### src/rtl/decode_skid_stage.sv
// Two-entry in-order skid buffer between fetch and execute that pre-decodes the opcode.
// Decode results are captured alongside each entry, so out_* always come straight from registers.
module decode_skid_stage #(
  parameter int N = 32
) (
  input  logic         clk,
  input  logic         rst,
  input  logic         flush,
  input  logic         in_valid,
  output logic         in_ready,
  input  logic [N-1:0] in_instr,
  input  logic [N-1:0] in_pc,
  output logic         out_valid,
  input  logic         out_ready,
  output logic [N-1:0] out_instr,
  output logic [N-1:0] out_pc,
  output logic [1:0]   out_imm_sel,
  output logic         out_is_jal,
  output logic         out_illegal
);

  typedef enum logic [1:0] {
    EMPTY = 2'd0,
    ONE   = 2'd1,
    TWO   = 2'd2
  } state_t;

  typedef struct packed {
    logic       illegal;
    logic       is_jal;
    logic [1:0] imm_sel;
  } dec_t;

  // JAL reports imm_sel U but is flagged separately; its J immediate is built outside the mux.
  function automatic dec_t decode_op(input logic [6:0] op);
    dec_t d;
    case (op)
      7'b0000011, 7'b0010011, 7'b1100111,
      7'b1110011, 7'b0110011:              d = '{illegal: 1'b0, is_jal: 1'b0, imm_sel: 2'd0};
      7'b0100011:                          d = '{illegal: 1'b0, is_jal: 1'b0, imm_sel: 2'd1};
      7'b1100011:                          d = '{illegal: 1'b0, is_jal: 1'b0, imm_sel: 2'd2};
      7'b0110111, 7'b0010111:              d = '{illegal: 1'b0, is_jal: 1'b0, imm_sel: 2'd3};
      7'b1101111:                          d = '{illegal: 1'b0, is_jal: 1'b1, imm_sel: 2'd3};
      default:                             d = '{illegal: 1'b1, is_jal: 1'b0, imm_sel: 2'd0};
    endcase
    return d;
  endfunction

  state_t      state_r;
  state_t      state_nxt_s;
  logic        in_ready_r;
  logic        out_valid_r;
  logic [N-1:0] head_instr_r;
  logic [N-1:0] head_pc_r;
  dec_t         head_dec_r;
  logic [N-1:0] tail_instr_r;
  logic [N-1:0] tail_pc_r;
  dec_t         tail_dec_r;

  logic push_s;
  logic pop_s;
  logic head_from_in_s;
  logic head_from_tail_s;
  logic tail_from_in_s;
  dec_t in_dec_s;

  assign push_s   = in_valid && in_ready_r;
  assign pop_s    = out_valid_r && out_ready;
  assign in_dec_s = decode_op(in_instr[6:0]);

  // Next-state and entry-load selection; flush overrides every transfer.
  always_comb begin
    state_nxt_s      = state_r;
    head_from_in_s   = 1'b0;
    head_from_tail_s = 1'b0;
    tail_from_in_s   = 1'b0;
    if (flush) begin
      state_nxt_s = EMPTY;
    end else begin
      case (state_r)
        EMPTY: begin
          if (push_s) begin
            state_nxt_s    = ONE;
            head_from_in_s = 1'b1;
          end else begin
            state_nxt_s = EMPTY;
          end
        end
        ONE: begin
          if (push_s && pop_s) begin
            state_nxt_s    = ONE;
            head_from_in_s = 1'b1;
          end else if (push_s) begin
            state_nxt_s    = TWO;
            tail_from_in_s = 1'b1;
          end else if (pop_s) begin
            state_nxt_s = EMPTY;
          end else begin
            state_nxt_s = ONE;
          end
        end
        TWO: begin
          if (pop_s) begin
            state_nxt_s      = ONE;
            head_from_tail_s = 1'b1;
          end else begin
            state_nxt_s = TWO;
          end
        end
        default: begin
          state_nxt_s = EMPTY;
        end
      endcase
    end
  end

  // State, handshake flags and entry storage.
  always_ff @(posedge clk or negedge rst) begin
    if (!rst) begin
      state_r      <= EMPTY;
      in_ready_r   <= 1'b0;
      out_valid_r  <= 1'b0;
      head_instr_r <= '0;
      head_pc_r    <= '0;
      head_dec_r   <= '0;
      tail_instr_r <= '0;
      tail_pc_r    <= '0;
      tail_dec_r   <= '0;
    end else begin
      state_r     <= state_nxt_s;
      in_ready_r  <= (state_nxt_s != TWO);
      out_valid_r <= (state_nxt_s != EMPTY);
      if (head_from_in_s) begin
        head_instr_r <= in_instr;
        head_pc_r    <= in_pc;
        head_dec_r   <= in_dec_s;
      end else if (head_from_tail_s) begin
        head_instr_r <= tail_instr_r;
        head_pc_r    <= tail_pc_r;
        head_dec_r   <= tail_dec_r;
      end else begin
        head_instr_r <= head_instr_r;
        head_pc_r    <= head_pc_r;
        head_dec_r   <= head_dec_r;
      end
      if (tail_from_in_s) begin
        tail_instr_r <= in_instr;
        tail_pc_r    <= in_pc;
        tail_dec_r   <= in_dec_s;
      end else begin
        tail_instr_r <= tail_instr_r;
        tail_pc_r    <= tail_pc_r;
        tail_dec_r   <= tail_dec_r;
      end
    end
  end

  assign in_ready    = in_ready_r;
  assign out_valid   = out_valid_r;
  assign out_instr   = head_instr_r;
  assign out_pc      = head_pc_r;
  assign out_imm_sel = head_dec_r.imm_sel;
  assign out_is_jal  = head_dec_r.is_jal;
  assign out_illegal = head_dec_r.illegal;

endmodule

### config.mk
export PLATFORM = sky130hd
export DESIGN_NAME = decode_skid_stage
export DESIGN_NICKNAME = d
export VERILOG_FILES = /design/src/rtl/decode_skid_stage.sv
export SDC_FILE = /design/constraint.sdc
export NUM_CORES = 1
export LEC_CHECK = 0
export ABC_AREA = 1
export BUFFER_PORTS_ARGS = -buffer_cell sky130_fd_sc_hd__clkbuf_2
export CAP_MARGIN = 40
export CORE_ASPECT_RATIO = 0.75
export CORE_UTILIZATION = 51
export CTS_CLUSTER_DIAMETER = 40
export DETAILED_ROUTE_END_ITERATION = 6
export PLACE_DENSITY = 0.78
export SLEW_MARGIN = 20
export SYNTH_ARGS = -nofsm -noshare
export SYNTH_HDL_FRONTEND = slang
export SYNTH_SLANG_ARGS = --single-unit
### constraint.sdc
create_clock -name clk -period 2.1 [get_ports clk]
set_input_delay 0.105 -clock clk [delete_from_list [all_inputs] [get_ports clk]]
set_output_delay 0.105 -clock clk [all_outputs]
set_load 0.05 [all_outputs]
==> flow_summary.toml, run 1 <==
[power_and_ir_drop]
sw_frac_of_total = 0.3775
netSwitchingPower_mw = 3.859
clkPwrFrac = 0.286
powerDensity_mw_per_mm2 = 1207
p_int_mw = 6.363
vdd_drop_max_mv = 0.6836
p_seq_frac = 0.398
fin_total_pwr_mw = 10.22
combinationalPowerShare = 0.316
p_leak_nw = 4.804

[detailed_routing]
drc = 0
routed_wl_mm = 15.24
num_vias = 5791
drt_iter0_markers = 399
postRouteAntennaNets = 0
vias_per_cell = 4.794
dr.pass1.iters = 5
wl_per_cell_microns = 12.61

[sta]
rsz0062_at_grt = "no"
max_freq_mhz = 568.6
period_needed_ns = 1.759
setup_violations = 0
fin_crit_sh = 0.8374
slew_viol_final = 0
timing_hold_violations_final = 0
fin_worst_skew_ns = 0.01074
tightest_slew_ns = 0.7877
slew_headroom = 0.4749
fin_ws_ns = 0.3414
hold_ws_ns = 0.009150
tns_ns = 0

[placed_design]
port_buffers = 138
preCtsSetupSlack_ns = 0.3816
dp.cells = 1117
place_area_sq_mm = 0.007289
gp_congestion = 0.8136
hpwl_mm = 9.269

[clock_network]
post_cts_buffers = 0
numCtsBuffers = 17
postCtsHoldBufs = 60
cts_tree = "yes"
cts_buffer_depth = 2
cts-root-buf = "clkbuf_16"
clkTransAtPathRegs_ns = 0.06
cts_resized = 0
htree_levels = 4
clock_latency_ns = 0.41
cts.sinks = 140

[grt]
grt.overflow.total = 0
antenna_found_initial = 0
grt_pass1_wl_mm = 25.63
grt_max_degree = 69
grt_pass1_vias = 5504
grt_use_total = 0.2477

[synthesis]
yosys.area_share.xor_xnor = 0
yosysWarnings = 0
synth_compound_area_frac = 0.05375
synth-simple-area-share = 0.2782
muxShareOfSynthArea = 0
ys_ff_latch = 140
synth-seq-area-share = 0.5414
synth_nets = 912
synth_area_leaders = "dfrtp_1, nand2_1, inv_1"
ys_types = 18
synth_cells = 841
netlist.area_leader.share = 0.5414
synth_top_area_cell = "dfrtp_1"
avgSynthCellArea_sq_um = 7.695
synth_top_family_by_area = "simple AND/OR/NAND/NOR gates"
synth-adder-area-share = 0.003867
synth_area_sq_mm = 0.006471

[critical_path]
start_kind = "flop"
critPathBufInv = 3
cpPeakStageDelay_ns = 0.38
cp_slowest_cell = "dfrtp_1"
crit_arrival_ns = 2.06
path_cells = "nand2_1 > inv_2 > ha_1 > nand3_1 > nand2_1 > nand2_2 > buf_4 > nand3_1 > nand2_1 > inv_1"
crit_type = "reg -> reg"
cp-end-kind = "flop"
cpLargestDelayFamily = "simple AND/OR/NAND/NOR gates"
required_ns = 2.40
crit_top_cell = "nand2_1"
path_max_fanout = 33

[cells_and_area]
final_area_sq_mm = 0.008469
syn_to_final_growth_pct = 30.88
layout_commonest_cell = "nand2_1"
num-nets-final = 1101
num-fill-cells = 1008
final-seq-area_sq_mm = 0.003503
diodes = 0
final_cell_mix = "nand2_1, dfrtp_1, clkbuf_2, inv_1, nand3_1"
utilization = 0.6883
multi_input_area_sq_mm = 0.002173
instances_no_fill = 1208
final_layout_size_suffix_gt1_frac = 0.1814

[floorplan]
fp-row-count = 35
num_io_pins = 139
core-area_sq_mm = 0.01231
start_util = 0.5259
die_h_microns = 99.55
chipWidth_microns = 132.1
dieArea_sq_mm = 0.01315

[job]
max_cap_violations = 0

[worst_hold_path]
min_path_type = "in -> reg"

[outcome]
status = "completed"
==> worst paths after layout <==
check                         startpoint             to  slack [ns]  cells after the start
max in group asynchronous            rst  tail_pc_r[27]        1.21                      3
setup reg to reg               out_valid  out_instr[13]        0.34                     10
setup / recovery               out_valid  out_instr[13]        0.34                     10
hold reg to reg            tail_dec_r[3]  tail_dec_r[3]        0.48                      2
hold / removal                 in_pc[14]  tail_pc_r[14]       0.009                      3
min in group asynchronous            rst  out_instr[11]        0.18                      2
==> per-layer routing <==
layer | routed length [microns] | vias up | GRT usage | part of all wire
met2 | 7240 | 211 | 0.4164 | 0.48
li1 | - | 2905 | - | -
met5 | 0 | - | 0 | 0
met4 | 159 | 0 | 0.07424 | 0.010
met3 | 993 | 19 | 0.04791 | 0.065
met1 | 6844 | 2656 | 0.3282 | 0.45
==> worst register-to-register path, stage by stage, from the launching register on <==
cell	delay [ns]
dfrtp_1	0.38
nand2_1	0.13
inv_2	0.06
ha_1	0.19
nand3_1	0.07
nand2_1	0.06
nand2_2	0.08
buf_4	0.37
nand3_1	0.15
nand2_1	0.11
inv_1	0.05
==> layout make-up <==
cell class	instances	area share
sequential	140	0.4137
multi-input combinational	519	0.2566
timing repair buffer	212	0.1745
inverter	140	0.06234
clock buffer	24	0.05806
tap	166	0.02452
clock inverter	7	0.01034
==> state kept, by name, summed over array words and instances (netlist names) <==
name / count
out_pc: 32
out_instr: 32
out_valid: 1
out_is_jal: 1
tail_pc_r: 32
tail_instr_r: 32
in_ready: 1
state_r: 2
tail_dec_r: 4
out_illegal: 1
out_imm_sel: 2
==> Yosys cell counts (all sizes together) <==
master / count
o21ai: 68
clkbuf: 13
o211ai: 1
ha: 2
inv: 140
nand3: 81
buf: 29
dfrtp: 140
nand2: 355
nor2: 12
==> logic make-up (layout without fill, tap and decap cells) <==
group           Yosys count  in the layout
simple gates            448            448
buf+inv                 182            383
flops                   140            140
compound gates           69             69
fa+ha+maj                 2              2
==> power by group through the flow <==
stage	sequential (mW)	clock (mW)	combinational (mW)
2_1_floorplan	5.27	0	1.14
4_1_cts	4.06	2.97	3.24
5_1_grt	4.16	3.10	3.55
3_3_place_gp	4.07	0	3.06
6_report	4.07	2.92	3.23
3_5_place_dp	4.08	0	3.14
No activity file was read; power rests on OpenSTA's default activity.
==> inputs of run 2 (changes only) <==
--- a/config.mk
+++ b/config.mk
@@ -5,14 +5,14 @@
 export SDC_FILE = /design/constraint.sdc
 export NUM_CORES = 1
 export LEC_CHECK = 0
-export ABC_AREA = 1
+export ABC_AREA = 0
 export BUFFER_PORTS_ARGS = -buffer_cell sky130_fd_sc_hd__clkbuf_2
 export CAP_MARGIN = 40
 export CORE_ASPECT_RATIO = 0.75
-export CORE_UTILIZATION = 51
+export CORE_UTILIZATION = 49
 export CTS_CLUSTER_DIAMETER = 40
 export DETAILED_ROUTE_END_ITERATION = 6
-export PLACE_DENSITY = 0.78
+export PLACE_DENSITY = 0.79
 export SLEW_MARGIN = 20
 export SYNTH_ARGS = -nofsm -noshare
 export SYNTH_HDL_FRONTEND = slang
==> constraint.sdc (replaced) <==
create_clock -name clk -period 1.52 [get_ports clk]
set_input_delay 0.076 -clock clk [delete_from_list [all_inputs] [get_ports clk]]
set_output_delay 0.076 -clock clk [all_outputs]
set_load 0.05 [all_outputs]
==> flow_summary.toml, run 2 <==
[sta]
timing_hold_violations_final = 0
tightest_slew_ns = 0.5394
hold_ws_ns = 0.01780
max_freq_mhz = 564.8
fin_worst_skew_ns = 0.01089
fin_crit_sh = 1.165
slew_headroom = 0.6358
slew_viol_final = 0
setup_violations = 136
rsz0062_at_grt = "yes"
fin_ws_ns = -0.2505
tns_ns = -24.32
period_needed_ns = 1.770

[outcome]
violations = "setup timing"
status = "complete, but fails checks"

[synthesis]
ys_types = 38
synth_edf_count = 0
synth_nets = 555
yosysMostFrequentCell = "dfrtp_1"
async_flop_share = 1.000
avgSynthCellArea_sq_um = 12.59
yosysWarnings = 0
synth_cells = 484
synth_area_sq_mm = 0.006096
synth-seq-area-share = 0.5747
synth_area_leaders = "dfrtp_1, mux2_2, mux2i_1"
synthTopCellsByCount = "dfrtp_1, nand2_1, o21ai_0, mux2i_1, mux2_2"
netlist.area_leader.share = 0.5747
synth_top_area_cell = "dfrtp_1"
ys_ff_latch = 140
synth_flop_cell = "dfrtp_1"

[grt]
grt_pass1_vias = 5225
grt_max_degree = 55
antenna_found_initial = 0
grt_pass1_wl_mm = 24.99
grt_use_total = 0.2526
grt.overflow.total = 0

[clock_network]
clock_latency_ns = 0.41
cts_buffer_depth = 2
cts-root-buf = "clkbuf_16"
cts.sinks = 140
cts_tree = "yes"
clkTransAtPathRegs_ns = 0.06
numCtsBuffers = 17
htree_levels = 4

[critical_path]
cpPeakStageDelay_ns = 0.40
crit_type = "reg -> reg"
path_max_fanout = 10
cp-startpoint = "in_ready"
cp_slowest_cell = "dfrtp_2"
path_cells = "and2_4 > ha_2 > nand3b_1 > or2_4 > clkbuf_16 > mux2_2"
cp-end-kind = "flop"
required_ns = 1.81
critPathBufInv = 1
crit_arrival_ns = 2.06
cpLargestDelayFamily = "simple AND/OR/NAND/NOR gates"
r2r_start = "in_ready"
start_kind = "flop"

[detailed_routing]
drt_iter0_markers = 176
routed_wl_mm = 16.39
wl_per_cell_microns = 17.99
postRouteAntennaNets = 0
drc = 0
vias_per_cell = 5.252
num_vias = 4785
dr.pass1.iters = 4

[placed_design]
place_area_sq_mm = 0.007223
hpwl_mm = 9.610
gp_congestion = 0.7447
dp.cells = 798
port_buffers = 138

[power_and_ir_drop]
combinationalPowerShare = 0.317
vdd_drop_max_mv = 1.261
p_leak_nw = 4.279
clkPwrFrac = 0.297
sw_frac_of_total = 0.3513
powerDensity_mw_per_mm2 = 1607
p_int_mw = 9.549
netSwitchingPower_mw = 5.171
p_seq_frac = 0.386

[cells_and_area]
instances_no_fill = 911
syn_to_final_growth_pct = 50.29
utilization = 0.7719
final_layout_size_suffix_gt1_frac = 0.4606
final_cell_mix = "clkbuf_2, dfrtp_1, dlygate4sd3_1, mux2i_1, nand2_1"
final-seq-area_sq_mm = 0.003507
diodes = 0
num-fill-cells = 700
multi_input_area_sq_mm = 0.002685
final_area_sq_mm = 0.009161
num-nets-final = 807

[floorplan]
start_util = 0.5136
fp-row-count = 34
dieArea_sq_mm = 0.01290
die_h_microns = 98.60
chipWidth_microns = 130.8
core-area_sq_mm = 0.01187
num_io_pins = 139

[worst_hold_path]
hold_start = "in_instr[3]"
min_path_type = "in -> reg"

[job]
max_cap_violations = 0
-- run 2: cell types whose count changed after synthesis, sizes merged, moves of 4 or more --
cell / change
mux2i: +66
clkbuf: -7
nand3: -79
buf: -4
nor2: -8
inv: -136
mux2: +64
nand2: -283
nand3b: +4
-- run 2: timing repair --
action / CTS / global route
setup endpoints to repair: 134 / 136
gates resized for setup: 82 / 90
pin swaps: 7 / 4
endpoints found under the hold margin: 174 / 0
hold buffers: 64 / 0
buffers inserted: 9 / 2
gates cloned: 5 / 5
-- run 2: path summary, 6_finish.rpt --
kind	slack, ns	endpoint	cells after the start
hold / removal	0.02	out_instr[3]	3
min in group asynchronous	0.19	out_instr[27]	2
max in group asynchronous	0.69	tail_instr_r[1]	3
setup / recovery	-0.25	tail_pc_r[8]	6
hold reg to reg	0.50	tail_dec_r[1]	2
setup reg to reg	-0.25	tail_pc_r[8]	6
-- run 2: cells by family (layout without fill, tap and decap cells) --
kind of cell	Yosys count	in the layout	synth area share
adders and majority gates	2	2	0.004104
and+or+nand+nor	93	93	0.06835
muxes	130	130	0.2266
xor gates and xnor gates	1	1	0.001437
DFF	140	140	0.5747
buffers and inverters	35	300	0.04741
AOI/OAI and AO/OA	83	83	0.07738
-- run 2: power by group through the flow --
stage / Sequential [mW] / Combinational [mW] / Clock (mW)
5_1_grt: 5.80 / 4.95 / 4.61
2_1_floorplan: 7.06 / 1.26 / 0
6_report: 5.68 / 4.67 / 4.37
3_5_place_dp: 5.61 / 3.92 / 0
3_3_place_gp: 5.52 / 3.76 / 0
4_1_cts: 5.57 / 4.32 / 4.43
-- run 2: worst register-to-register path, stage by stage (launching register included) --
cell and delay (ns):
dfrtp_2 0.40, and2_4 0.17, ha_2 0.16, nand3b_1 0.10
or2_4 0.27, clkbuf_16 0.22, mux2_2 0.34
-- run 2: routing by layer --
metal,vias up,wire (microns),track usage,part of all wire
met5,-,0,0,0
met4,0,264,0.09107,0.016
met3,26,808,0.06460,0.049
met2,143,8493,0.4424,0.52
met1,2407,6827,0.2985,0.42
li1,2209,-,-,-
-- run 2: stage by stage --
stage,power (mW),worst slack (ns)
CTS,14.33,-0.2074
detailed placement,9.532,-0.2022
global placement,9.280,-0.1720
floorplan,8.327,-0.3624
global route,15.37,-0.3076
finish,14.72,-0.2505
-- run 2: cell type report --
cell class | instances | share of cell area
clock buffers | 18 | 0.04685
inverters | 4 | 0.001639
well taps | 162 | 0.02213
repair buffers | 264 | 0.2322
multi-input cells | 309 | 0.2931
clock inverters | 14 | 0.02131
flip-flops and latches | 140 | 0.3828
